`src/rtl/ahblite_slave_mux.sv`:
```
// AHB-Lite response multiplexer: latches the address-phase slave select for the data
// phase, steers the selected slave's ready/response/read data, and hosts the default slave.
module ahblite_slave_mux (
   input  logic        HCLK,
   input  logic        HRESET,
   input  logic [1:0]  HTRANS,
   input  logic        Port0_en,
   input  logic        Port1_en,
   input  logic        Port2_en,
   input  logic        Port3_en,
   input  logic        Port4_en,
   input  logic        P0_HSEL,
   input  logic        P1_HSEL,
   input  logic        P2_HSEL,
   input  logic        P3_HSEL,
   input  logic        P4_HSEL,
   input  logic        P0_HREADYOUT,
   input  logic        P1_HREADYOUT,
   input  logic        P2_HREADYOUT,
   input  logic        P3_HREADYOUT,
   input  logic        P4_HREADYOUT,
   input  logic        P0_HRESP,
   input  logic        P1_HRESP,
   input  logic        P2_HRESP,
   input  logic        P3_HRESP,
   input  logic        P4_HRESP,
   input  logic [31:0] P0_HRDATA,
   input  logic [31:0] P1_HRDATA,
   input  logic [31:0] P2_HRDATA,
   input  logic [31:0] P3_HRDATA,
   input  logic [31:0] P4_HRDATA,
   output logic        HREADY,
   output logic        HRESP,
   output logic [31:0] HRDATA
);

   typedef enum logic [1:0] {
      ST_IDLE = 2'b00,
      ST_ERR1 = 2'b01,
      ST_ERR2 = 2'b10
   } dflt_state_e;

   dflt_state_e state_q, state_d;
   logic [5:0]  sel_q, sel_d;
   logic [5:0]  addr_sel_s;
   logic [4:0]  eff_sel_s;
   logic        active_s;
   logic        unmapped_xfer_s;
   logic        dflt_ready_s;
   logic        dflt_resp_s;

   assign eff_sel_s = {P4_HSEL & Port4_en, P3_HSEL & Port3_en, P2_HSEL & Port2_en,
                       P1_HSEL & Port1_en, P0_HSEL & Port0_en};
   assign active_s  = (HTRANS == 2'b10) | (HTRANS == 2'b11);

   // Address-phase select, lowest-index port wins, default slave when nothing decodes
   always_comb begin
      addr_sel_s = 6'b000000;
      if (eff_sel_s[0]) begin
         addr_sel_s = 6'b000001;
      end else if (eff_sel_s[1]) begin
         addr_sel_s = 6'b000010;
      end else if (eff_sel_s[2]) begin
         addr_sel_s = 6'b000100;
      end else if (eff_sel_s[3]) begin
         addr_sel_s = 6'b001000;
      end else if (eff_sel_s[4]) begin
         addr_sel_s = 6'b010000;
      end else begin
         addr_sel_s = 6'b100000;
      end
   end

   assign unmapped_xfer_s = HREADY & addr_sel_s[5] & active_s;

   // Default slave next state; ERR1 always advances because it is the wait cycle itself
   always_comb begin
      state_d = state_q;
      case (state_q)
         ST_IDLE: begin
            if (unmapped_xfer_s) begin
               state_d = ST_ERR1;
            end else begin
               state_d = ST_IDLE;
            end
         end
         ST_ERR1: state_d = ST_ERR2;
         ST_ERR2: begin
            if (unmapped_xfer_s) begin
               state_d = ST_ERR1;
            end else begin
               state_d = ST_IDLE;
            end
         end
         default: state_d = ST_IDLE;
      endcase
   end

   // Data-phase select advances only when the current data phase completes
   always_comb begin
      sel_d = sel_q;
      if (HREADY) begin
         sel_d = addr_sel_s;
      end else begin
         sel_d = sel_q;
      end
   end

   // State and select registers with synchronous reset
   always_ff @(posedge HCLK) begin
      if (HRESET) begin
         state_q <= ST_IDLE;
         sel_q   <= 6'b000000;
      end else begin
         state_q <= state_d;
         sel_q   <= sel_d;
      end
   end

   assign dflt_ready_s = (state_q != ST_ERR1);
   assign dflt_resp_s  = (state_q != ST_IDLE);

   // Response steering; no data phase outstanding reads as a zero-wait OKAY
   always_comb begin
      HREADY = 1'b1;
      HRESP  = 1'b0;
      HRDATA = 32'h0000_0000;
      case (sel_q)
         6'b000001: begin HREADY = P0_HREADYOUT; HRESP = P0_HRESP; HRDATA = P0_HRDATA; end
         6'b000010: begin HREADY = P1_HREADYOUT; HRESP = P1_HRESP; HRDATA = P1_HRDATA; end
         6'b000100: begin HREADY = P2_HREADYOUT; HRESP = P2_HRESP; HRDATA = P2_HRDATA; end
         6'b001000: begin HREADY = P3_HREADYOUT; HRESP = P3_HRESP; HRDATA = P3_HRDATA; end
         6'b010000: begin HREADY = P4_HREADYOUT; HRESP = P4_HRESP; HRDATA = P4_HRDATA; end
         6'b100000: begin HREADY = dflt_ready_s; HRESP = dflt_resp_s; HRDATA = 32'h0000_0000; end
         default:   begin HREADY = 1'b1; HRESP = 1'b0; HRDATA = 32'h0000_0000; end
      endcase
   end

endmodule
```
`config.mk`:
```
export PLATFORM = sky130hd
export DESIGN_NAME = ahblite_slave_mux
export DESIGN_NICKNAME = d
export VERILOG_FILES = /design/src/rtl/ahblite_slave_mux.sv
export SDC_FILE = /design/constraint.sdc
export NUM_CORES = 1
export LEC_CHECK = 0
export CAP_MARGIN = 15
export CORE_AREA = 2 2 85 87
export CTS_CLUSTER_DIAMETER = 50
export DETAILED_ROUTE_END_ITERATION = 8
export DIE_AREA = 0 0 87 89
export PLACE_DENSITY = 0.71
export REMOVE_ABC_BUFFERS = 1
export SYNTH_ARGS = -nofsm -noshare
export SYNTH_HDL_FRONTEND = slang
export SYNTH_SLANG_ARGS = --single-unit
```
`constraint.sdc`:
```
create_clock -name HCLK -period 5.6 [get_ports HCLK]
set_input_delay 1.4 -clock HCLK [delete_from_list [all_inputs] [get_ports HCLK]]
set_output_delay 1.4 -clock HCLK [all_outputs]
set_load 0.05 [all_outputs]
```
==> metrics.txt <==
top cell type's share of synthesized area 0.343; Crit. End Element output pin; pwr dens 170 nW/um^2; Max Freq 205 MHz; largest family of logic cells by synthesized area compound AO/OA/AOI/OAI gates; clk root buf clkbuf_8; Area growth, synth to finish 164%; largest net degree at the start of global routing 31; core area 6720 sq um; Max Cap Viol 0; vias in the first global route 2467; multi-input combinational cell area 1170 sq um; Seq/Total Area, Yosys 0.114; Resized Gates After CTS 0; CP Launch Type primary input; Worst-path clk slew 0.04 ns; Tightest Pin Transition 0.928 ns; CTS Buf Count 3; first-pass GRT wire length 12.8 mm; Required @ worst endpoint 4.20 ns; peak fanout along the critical path 8; Post-Synth Simple-Gate Area 0.348; Synth top cells by count a22oi_1 (64), nand2_1 (39), nand3_1 (35); Nets 605; CTS tree built; synthesized-area fraction occupied by adder cells 0; port bufs 216; Crit path top cell by count clkdlybuf4s50_1; GRT Resource Usage Total 0.211; Post-Synth XOR/XNOR Area 0; gpl congestion 0.824; clk_skew 0.00135 ns; Longest Clk Path Bufs 2; post-CTS setup buffers 0; DR WL/cell 17.8 um; Hold Buf Count CTS 0; clk_lat worst skew 0.23 ns; Lkg Pwr 1.34 nW; mux contribution to synthesized area 0.0428; initial antenna violation count 0; Worst R2R Setup Slack 3.46 ns; drc violations 0; FF/Latch Area 160 sq um; Syn Std Cell Area 1400 sq um; # H-tree levels 1; register bit total from synthesis 8; Avg Synthesized Cell Area 6.55 sq um; slowest library cell on the worst path clkdlybuf4s50_1; post-layout min period 4.87 ns; vias post-DR 2505; clk sinks 8; Core Rows 30; Max VDD drop 0.236 mV; dpl hpwl 7.38 mm; Tightest Hold Check Type reg2reg; vias per cell 5.02; synth top area cells a22oi_1 (34%), nand3_1 (12%), dfxtp_1 (11%); Post-Syn Instances 214; Detail Route Antenna Nets 0; # IOs 218; Setup violations, final 0; Initial Util 0.209; EDFF count, synth 0; Yosys cell types 33; Hold Vio Cnt, Final 0; diode count 0; asr flop ratio synth 0; placed instance count 496; layout cells sized above 1 0.0358; setup TNS 0 ns; chip height 89 um; Die W 87 um; drt pass-1 iters 5; Crit path largest cell delay 0.69 ns; overall routed net length 8.89 mm; complex-gate fraction of the synthesized area 0.433; drt initial violations 109; fin crit share 0.869; status finished clean; slew margin rel. 0.381; cell with the most instances after synthesis a22oi_1; final cell count without fillers 499; critical path class in2out; fillers 660; Remaining Overflow, GRT 0; Worst EP arrival 3.47 ns; RSZ-0062 raised after global routing false; most used flip-flop cell after synthesis dfxtp_1; Max Slew Vio Count 0; Ys Warns 0; worst path cell trace clkdlybuf4s50_1 -> nand2_1 -> o21ai_0 -> a22o_1 -> a311oi_4 -> buf_4 -> inv_1 -> clkdlybuf4s50_1; Die ar. 7740 sq um; largest area contributor in the netlist a22oi_1
==> where the power goes <==
group / total (mW) / internal, mW / switching [mW]
Clock: 0.0704 / 0.0467 / 0.0238
Sequential: 0.0674 / 0.0611 / 0.00626
Combinational: 0.493 / 0.234 / 0.259
==> worst max-delay path: cells and delay by family <==
family,cells,cell delay (ns)
compound gates,3,0.60
buf+inv,4,1.38
simple gates,1,0.07
==> path summary, 6_finish.rpt <==
check	startpoint	endpoint	cells after the start
setup / recovery	P2_HREADYOUT	HREADY	8
hold / removal	state_q[0]	state_q[0]	1
setup reg to reg	sel_q[0]	sel_q[0]	6
hold reg to reg	state_q[0]	state_q[0]	1
==> metal layers <==
layer  share of wire  track usage  up-vias
met5               0            0        -
met4           0.012       0.0412        0
met3           0.080       0.0416        8
met2            0.52        0.402      103
met1            0.39        0.244     1144
li1                -            -     1250
==> registers in the layout (all words and copies together), names as in the netlist <==
register  flops
sel_q         6
state_q       2
==> area by class of cell <==
class                           instances  area share
Tap cell                               80      0.0270
Multi-Input combinational cell        183       0.316
Clock buffer                            3      0.0111
Inverter                                2     0.00202
Timing Repair Buffer                  223       0.601
Sequential cell                         8      0.0432
==> layout by cell type, fill, tap and decap left out, drive strengths merged, types with 2 or more instances in the layout <==
master | synthesis | routed
nand2b | 6 | 6
buf | 1 | 7
dfxtp | 8 | 8
mux2i | 6 | 6
clkdlybuf4s50 | 0 | 216
nor4 | 2 | 2
a22oi | 64 | 64
clkbuf | 20 | 3
nand2 | 39 | 39
a22o | 2 | 2
a21oi | 3 | 3
or4 | 2 | 2
nand3 | 35 | 35
inv | 2 | 2
o21ai | 3 | 3
nand3b | 2 | 2
nor3b | 2 | 2
nor2 | 2 | 2
==> logic make-up (layout without fill, tap and decap cells) <==
kind of cell,after synthesis,count (layout)
AO/OA/AOI/OAI,79,79
buffers and inverters,23,228
flip-flops,8,8
multiplexers,6,6
AND/OR/NAND/NOR,98,98
==> through the flow <==
step	setup WS (ns)	total power [mW]	area (sq um)	util	hold slack, ns
after floorplan	0.841	0.315	1320	-	0.416
after CTS	0.717	0.634	3710	0.552	0.449
final	0.732	0.631	3710	0.552	0.447
after global routing	0.626	0.663	3710	0.552	0.462
after detailed placement	0.734	0.562	3670	0.546	0.443
after global placement	0.735	0.558	3670	0.546	0.444
Note: power is estimated with default switching activity, not from simulation.
